File: src/rtl/pipe_hazard_ctrl_if.sv
// Hazard-unit bus: pipeline observations in, pipeline controls and perf counters out.
interface pipe_hazard_ctrl_if #(
  parameter int CNT_W = 16
);
  logic [4:0]       ID_rs1;
  logic [4:0]       ID_rs2;
  logic [4:0]       EX_rd;
  logic             EX_mem_read;
  logic             EX_branch_taken;
  logic             dmem_busy;
  logic             clr_err;

  logic             PC_write;
  logic             pc_sel;
  logic             IF_ID_write;
  logic             IF_ID_flush;
  logic             ID_EX_bubble;
  logic             freeze;
  logic             timeout_err;
  logic [CNT_W-1:0] stall_cnt;
  logic [CNT_W-1:0] flush_cnt;
  logic [CNT_W-1:0] freeze_cnt;

  // Pipeline side: drives the hazard observations, consumes the controls.
  modport master (
    output ID_rs1, ID_rs2, EX_rd, EX_mem_read, EX_branch_taken, dmem_busy, clr_err,
    input  PC_write, pc_sel, IF_ID_write, IF_ID_flush, ID_EX_bubble, freeze,
           timeout_err, stall_cnt, flush_cnt, freeze_cnt
  );

  // Hazard unit side.
  modport slave (
    input  ID_rs1, ID_rs2, EX_rd, EX_mem_read, EX_branch_taken, dmem_busy, clr_err,
    output PC_write, pc_sel, IF_ID_write, IF_ID_flush, ID_EX_bubble, freeze,
           timeout_err, stall_cnt, flush_cnt, freeze_cnt
  );
endinterface

File: src/rtl/pipe_hazard_ctrl.sv
// 5-stage pipeline hazard controller: memory-wait freeze, taken-branch flush,
// load-use stall, wait timeout flag and saturating performance counters.
module pipe_hazard_ctrl #(
  parameter int WAIT_TIMEOUT = 255,
  parameter int CNT_W        = 16
) (
  input  logic               clk,
  input  logic               reset,
  pipe_hazard_ctrl_if.slave  hz_if
);

  typedef enum logic [1:0] {RUN, FREEZE, DRAIN} state_e;

  localparam logic [15:0]      TMO     = 16'(WAIT_TIMEOUT);
  localparam logic [15:0]      WAIT_MX = 16'hFFFF;
  localparam logic [CNT_W-1:0] CNT_MX  = '1;

  state_e           state_q, state_d;
  logic [15:0]      wait_q, wait_d;
  logic             err_q, err_d;
  logic [CNT_W-1:0] stall_q, stall_d;
  logic [CNT_W-1:0] flush_q, flush_d;
  logic [CNT_W-1:0] frz_q, frz_d;

  logic load_use, brk, frozen, do_flush, do_stall;

  // Hazard terms; x0 is never a real dependency. Freeze covers the first busy
  // cycle in RUN/DRAIN as well as every FREEZE cycle, and beats everything else.
  always_comb begin
    load_use = hz_if.EX_mem_read && (hz_if.EX_rd != 5'd0) &&
               ((hz_if.EX_rd == hz_if.ID_rs1) || (hz_if.EX_rd == hz_if.ID_rs2));
    brk      = hz_if.EX_branch_taken;
    frozen   = !reset && ((state_q == FREEZE) || hz_if.dmem_busy);
    do_flush = !reset && !frozen && brk;
    do_stall = !reset && !frozen && !brk && load_use;
  end

  // Next state: DRAIN is a RUN cycle that can fall straight back into FREEZE.
  always_comb begin
    state_d = state_q;
    case (state_q)
      RUN:     if (hz_if.dmem_busy) state_d = FREEZE;
      FREEZE:  if (!hz_if.dmem_busy) state_d = DRAIN;
      DRAIN:   state_d = hz_if.dmem_busy ? FREEZE : RUN;
      default: state_d = RUN;
    endcase
  end

  // Mealy pipeline controls; all deasserted while reset is held.
  always_comb begin
    hz_if.PC_write     = 1'b0;
    hz_if.pc_sel       = 1'b0;
    hz_if.IF_ID_write  = 1'b0;
    hz_if.IF_ID_flush  = 1'b0;
    hz_if.ID_EX_bubble = 1'b0;
    hz_if.freeze       = 1'b0;
    if (frozen) begin
      hz_if.freeze = 1'b1;
    end else if (do_flush) begin
      hz_if.PC_write     = 1'b1;
      hz_if.pc_sel       = 1'b1;
      hz_if.IF_ID_write  = 1'b1;
      hz_if.IF_ID_flush  = 1'b1;
      hz_if.ID_EX_bubble = 1'b1;
    end else if (do_stall) begin
      hz_if.ID_EX_bubble = 1'b1;
    end else if (!reset) begin
      hz_if.PC_write    = 1'b1;
      hz_if.IF_ID_write = 1'b1;
    end
  end

  // Wait counter, sticky timeout (set wins over clear) and perf counters.
  always_comb begin
    wait_d  = (state_q == FREEZE) ? ((wait_q == WAIT_MX) ? wait_q : wait_q + 16'd1) : 16'd0;
    err_d   = ((state_q == FREEZE) && (wait_d == TMO)) ? 1'b1 :
              (hz_if.clr_err ? 1'b0 : err_q);
    stall_d = (do_stall && stall_q != CNT_MX) ? stall_q + CNT_W'(1) : stall_q;
    flush_d = (do_flush && flush_q != CNT_MX) ? flush_q + CNT_W'(1) : flush_q;
    frz_d   = (frozen   && frz_q   != CNT_MX) ? frz_q   + CNT_W'(1) : frz_q;
  end

  // State registers with asynchronous reset.
  always_ff @(posedge clk or posedge reset) begin
    if (reset) begin
      state_q <= RUN;
      wait_q  <= 16'd0;
      err_q   <= 1'b0;
      stall_q <= '0;
      flush_q <= '0;
      frz_q   <= '0;
    end else begin
      state_q <= state_d;
      wait_q  <= wait_d;
      err_q   <= err_d;
      stall_q <= stall_d;
      flush_q <= flush_d;
      frz_q   <= frz_d;
    end
  end

  assign hz_if.timeout_err = err_q;
  assign hz_if.stall_cnt   = stall_q;
  assign hz_if.flush_cnt   = flush_q;
  assign hz_if.freeze_cnt  = frz_q;

endmodule

File: src/flat_wrapper.sv
// flat-port wrapper written by rule: the top's interface ports become plain ports
module pipe_hazard_ctrl_flat 
#(
  parameter int WAIT_TIMEOUT = 255,
  parameter int CNT_W        = 16
)
  (clk, reset, hz_if_ID_rs1, hz_if_ID_rs2, hz_if_EX_rd, hz_if_EX_mem_read, hz_if_EX_branch_taken, hz_if_dmem_busy, hz_if_clr_err, hz_if_PC_write, hz_if_pc_sel, hz_if_IF_ID_write, hz_if_IF_ID_flush, hz_if_ID_EX_bubble, hz_if_freeze, hz_if_timeout_err, hz_if_stall_cnt, hz_if_flush_cnt, hz_if_freeze_cnt);
  pipe_hazard_ctrl_if #(.CNT_W(CNT_W)) hz_if_i ();
  input  logic clk;
  input  logic reset;
  input wire logic [$bits(hz_if_i.ID_rs1)-1:0] hz_if_ID_rs1;
  input wire logic [$bits(hz_if_i.ID_rs2)-1:0] hz_if_ID_rs2;
  input wire logic [$bits(hz_if_i.EX_rd)-1:0] hz_if_EX_rd;
  input wire logic [$bits(hz_if_i.EX_mem_read)-1:0] hz_if_EX_mem_read;
  input wire logic [$bits(hz_if_i.EX_branch_taken)-1:0] hz_if_EX_branch_taken;
  input wire logic [$bits(hz_if_i.dmem_busy)-1:0] hz_if_dmem_busy;
  input wire logic [$bits(hz_if_i.clr_err)-1:0] hz_if_clr_err;
  output wire logic [$bits(hz_if_i.PC_write)-1:0] hz_if_PC_write;
  output wire logic [$bits(hz_if_i.pc_sel)-1:0] hz_if_pc_sel;
  output wire logic [$bits(hz_if_i.IF_ID_write)-1:0] hz_if_IF_ID_write;
  output wire logic [$bits(hz_if_i.IF_ID_flush)-1:0] hz_if_IF_ID_flush;
  output wire logic [$bits(hz_if_i.ID_EX_bubble)-1:0] hz_if_ID_EX_bubble;
  output wire logic [$bits(hz_if_i.freeze)-1:0] hz_if_freeze;
  output wire logic [$bits(hz_if_i.timeout_err)-1:0] hz_if_timeout_err;
  output wire logic [$bits(hz_if_i.stall_cnt)-1:0] hz_if_stall_cnt;
  output wire logic [$bits(hz_if_i.flush_cnt)-1:0] hz_if_flush_cnt;
  output wire logic [$bits(hz_if_i.freeze_cnt)-1:0] hz_if_freeze_cnt;
  assign hz_if_i.ID_rs1 = hz_if_ID_rs1;
  assign hz_if_i.ID_rs2 = hz_if_ID_rs2;
  assign hz_if_i.EX_rd = hz_if_EX_rd;
  assign hz_if_i.EX_mem_read = hz_if_EX_mem_read;
  assign hz_if_i.EX_branch_taken = hz_if_EX_branch_taken;
  assign hz_if_i.dmem_busy = hz_if_dmem_busy;
  assign hz_if_i.clr_err = hz_if_clr_err;
  assign hz_if_PC_write = hz_if_i.PC_write;
  assign hz_if_pc_sel = hz_if_i.pc_sel;
  assign hz_if_IF_ID_write = hz_if_i.IF_ID_write;
  assign hz_if_IF_ID_flush = hz_if_i.IF_ID_flush;
  assign hz_if_ID_EX_bubble = hz_if_i.ID_EX_bubble;
  assign hz_if_freeze = hz_if_i.freeze;
  assign hz_if_timeout_err = hz_if_i.timeout_err;
  assign hz_if_stall_cnt = hz_if_i.stall_cnt;
  assign hz_if_flush_cnt = hz_if_i.flush_cnt;
  assign hz_if_freeze_cnt = hz_if_i.freeze_cnt;
  pipe_hazard_ctrl #(.WAIT_TIMEOUT(WAIT_TIMEOUT), .CNT_W(CNT_W)) u_core (.clk(clk), .reset(reset), .hz_if(hz_if_i));
endmodule
File: config.mk
export PLATFORM = sky130hd
export DESIGN_NAME = pipe_hazard_ctrl_flat
export DESIGN_NICKNAME = d
export VERILOG_FILES = /design/src/rtl/pipe_hazard_ctrl_if.sv /design/src/rtl/pipe_hazard_ctrl.sv /design/src/flat_wrapper.sv
export SDC_FILE = /design/constraint.sdc
export NUM_CORES = 1
export LEC_CHECK = 0
export ABC_AREA = 1
export CELL_PAD_IN_SITES_DETAIL_PLACEMENT = 2
export CELL_PAD_IN_SITES_GLOBAL_PLACEMENT = 2
export CORE_UTILIZATION = 28
export CTS_CLUSTER_SIZE = 8
export DETAILED_ROUTE_END_ITERATION = 7
export GPL_ROUTABILITY_DRIVEN = 0
export PLACE_DENSITY = 0.74
export SLEW_MARGIN = 20
export SYNTH_ARGS = -nofsm -noshare
export SYNTH_HDL_FRONTEND = slang
export SYNTH_SLANG_ARGS = --single-unit
File: constraint.sdc
create_clock -name clk -period 3.3 [get_ports clk]
set_clock_uncertainty 0.05 [all_clocks]
set_input_delay 0.99 -clock clk [delete_from_list [all_inputs] [get_ports clk]]
set_output_delay 0.99 -clock clk [all_outputs]
set_load 0.005 [all_outputs]
==> results <==
- The count of buffers inserted at the top-level ports is 75.
- The height of the die is 121 um.
- The transition time of the tightest slew-check pin is 587 ps.
- The most used flip-flop cell after synthesis is dfrtp_1.
- The floorplan step set the die width to ~120 um.
- The clock transition at the registers of the reported paths is around 60 ps.
- Summed over all layers, the global routing overflow is 0.
- The count of pins on the block boundary is 76.
- Counting I/O delays and the setup requirement, the final critical path takes between 3000 and 4000 ps.
- VDD sags by at most ~230 uV.
- The hold violation total from the final report came to 0.
- For this design the static power due to leakage is ~0.0026 uW.
- The HPWL after detailed placement is a little under 10000 um.
- The number of remaining DRC errors is 0.
- The category of the most critical setup path is in2out.
- The number of antenna violations at the first check in global routing is 3.
- The clock net in this run drives a total of 67 sinks.
- Clock tree synthesis inserted a total of 9 buffers.
- The cell count after placement is between 700 and 800.
- Counting flops with a built-in enable in the synthesized netlist gives 0.
- Dividing the final minimum period by the clock period gives 0.979.
- The clock reaches the later pin of the worst-skew pair after roughly 340 ps.
- The tool flagged a number of max-cap violations equal to 0.
- STA classifies the critical path endpoint as a primary output.
- In this run the power density over the cells is between 400 and 500 nW/um^2.
- Synthesis inferred 67 register bits.
- The filler cell count in the final layout is 1633.
- In the final routed layout, each cell accounts on average for 15.9 um.
- The final net count is about 650.
- The utilization after layout is 0.386.
- Of the cells placed in the final design, the portion with a size suffix greater than 1 is 0.104.
- The starting DRC count in detailed routing is 74.
- On the critical path, the stage with the largest delay is an instance of dlygate4sd2_1.
- The met3 capacity usage during global routing is 0.0418.
- In this run the deepest clock path goes through 2 buffers.
- The layer flagged by global routing as most heavily used is met2.
- Once detail routing completed, the nets flagged for antenna violations numbered 0.
- Setup repair after global routing left no endpoint under its margin.
- In this design, the stage delay of the slowest critical-path cell is 280 ps.
- The met1 track utilization from global routing is 0.230.
- The number of cells on the worst reg-to-reg path is 18.
- During synthesis, Yosys emitted a total of 0 warnings.
- The worst slack at placement is -611 ps.
- The highest clock rate is a little over 0.3 GHz.
- Of all nets on the critical path, the largest fanout is 4.
- Summing every instance area after synthesis gives between 3000 and 4000 sq um.
- The register area share after synthesis is 0.422.
- The growth of design area from synthesis to finish is 34.9%.
- The number of unique standard cell types used by synthesis is 32.
- The core region is between 10000 and 15000 sq um.
- Counting instances in the post-synthesis netlist gives the leading cell types as nand2_1 (146), inv_1 (72), dfrtp_1 (67).
- In the final timing run, aggregate negative setup slack is 0 ps.
- The H-tree was split into 3 levels.
- STA puts the critical path data arrival time at approximately 2200 ps.
- The via count of the first global-routing pass was roughly 4300.
- The critical path goes through dlygate4sd2_1 > or2_1 > a21oi_2 > nand3_2 > nand2_2 > nand2_4 > inv_4 > nor2_4 > buf_2.
- The CTS tree is done.
- The portion of synthesized cell area occupied by the leading cell type is 0.422.
- The net count of the mapped netlist is roughly 550.
- The sum of routed wire length over all layers is approximately 13000 um.
- The final number of max-transition violations is 0.
- The post-synthesis average cell area is between 7 and 8 sq um.
- The cell type with the largest total area after synthesis is dfrtp_1.
- The cell at the root of the clock tree is clkbuf_16.
- The run finished with clean final reports.
- The detailed router placed between 3000 and 4000 vias in this run.
- The startpoint class of the critical path is a primary input.
- In this run the tightest slew margin relative to its limit is 0.609.
- The number of cells in the finished layout apart from fillers is 807.
- The first detailed-routing pass ran for 4 iterations.
- After synthesis, the share of flip-flops with an asynchronous set or reset is 1.00.
- The met2 usage in global routing is 0.334.
- Sorting the synthesized cells by area gives the leading types as dfrtp_1 (42%), nand2_1 (14%), inv_1 (6.8%).
- The largest net degree at the start of global routing is 43.
- Counting every instance in the synthesized netlist gives approximately 520.
- The most frequently used cell type in the post-synthesis netlist is nand2_1.
- Across every metal layer, demand over resource in global routing totals 0.193.
- The floorplan has 43 rows.
- The area of all placed cells without fillers is 5360 sq um.
- The wire length of the first global-routing pass is about 22000 um.
- STA puts the critical path data required time at 2260 ps.
- The floorplan die area is approximately 15000 sq um.
- The type of the worst min-delay path is reg2reg.
- Once routing completed, OpenROAD measured the worst setup slack at between 60 and 70 ps.
- The post-detailed-route via-to-cell ratio is about 4.7.
- The starting density of the core is 0.286.
- Once placement finished, the instance area stood at approximately 5000 sq um.
- The total setup violations reported at the end of the flow is 0.
- Along the worst hold path, the cell count comes to 1.
==> flip-flops by register name, indices dropped and copies added (netlist names) <==
name	count
u_core.hz_if.timeout_err	1
u_core.hz_if.stall_cnt	16
u_core.state_q	2
u_core.wait_q	16
u_core.hz_if.flush_cnt	16
u_core.hz_if.freeze_cnt	16
==> per-stage QoR <==
step | power, uW | hold slack, ps
after global routing | 2620 | 419
after detailed placement | 1570 | 395
after floorplan | 1260 | 373
after global placement | 1540 | 386
final | 2480 | 398
after CTS | 2530 | 402
==> worst max-delay path, delay by kind of cell <==
family	cells	cell delay, ps
and+or+nand+nor	5	550
buffers and inverters	3	470
AOI/OAI and AO/OA	1	180
==> timing repair <==
item | 4_1_cts | 5_1_grt
hold buffers | 0 | 0
endpoints found under the setup margin | 6 | 3
resized for setup | 34 | 8
buffers inserted | 6 | 1
pin swaps | 7 | 4
==> layout by cell type (no fill, tap or decap), types with 4 or more instances in the layout <==
cell	count
a21oi_1	6
buf_4	21
clkbuf_16	9
clkdlybuf4s50_1	57
dfrtp_1	67
dlygate4sd2_1	12
ha_1	4
inv_1	70
nand2_1	144
nand3_1	39
nand3_2	4
nand4_1	13
nor2_1	49
nor2_4	4
nor3_1	12
nor4_1	6
o21ai_0	18
xnor2_1	20
xor2_1	29
==> cell families after synthesis <==
| kind of cell | synth area share |
|---|---|
| and+or+nand+nor | 0.334 |
| buffers and inverters | 0.0838 |
| DFF | 0.422 |
| xor gates and xnor gates | 0.108 |
| AOI/OAI and AO/OA | 0.0394 |
| adders and majority gates | 0.0126 |
==> worst paths after layout <==
check | startpoint | to | slack [ps]
max | hz_if_EX_rd[1] | hz_if_IF_ID_write | 70
min | u_core.state_q[0] | u_core.state_q[0] | 400
max reg2reg | u_core.state_q[0] | u_core.hz_if.stall_cnt[12] | 860
min reg2reg | u_core.state_q[0] | u_core.state_q[0] | 400
max in group asynchronous | reset | u_core.hz_if.stall_cnt[8] | 1720
min in group asynchronous | reset | u_core.state_q[0] | 990
==> metal layers <==
metal	share of wire	vias to the layer above
met3	0.033	17
met1	0.44	1878
met5	0.0010	-
li1	-	1833
met2	0.50	57
met4	0.021	2
==> area by class of cell <==
class | instances | area, sq um | share of cell area
clock buffer | 12 | 236 | 0.0441
inverter | 75 | 284 | 0.0530
sequential | 67 | 1680 | 0.313
tap | 180 | 225 | 0.0420
antenna | 2 | 5.00 | 0.000933
timing repair buffer | 96 | 886 | 0.165
multi-input combinational | 372 | 2010 | 0.375
clock inverter | 3 | 40.0 | 0.00747
==> report_power, final <==
group	switching, uW	leakage, uW	total (uW)	internal (uW)
logic	238	0.00159	503	265
clock network	361	0.000136	940	579
registers	131	0.000873	1040	909
total	730	0.00260	2480	1750
Note: power is estimated with default switching activity, not from simulation.
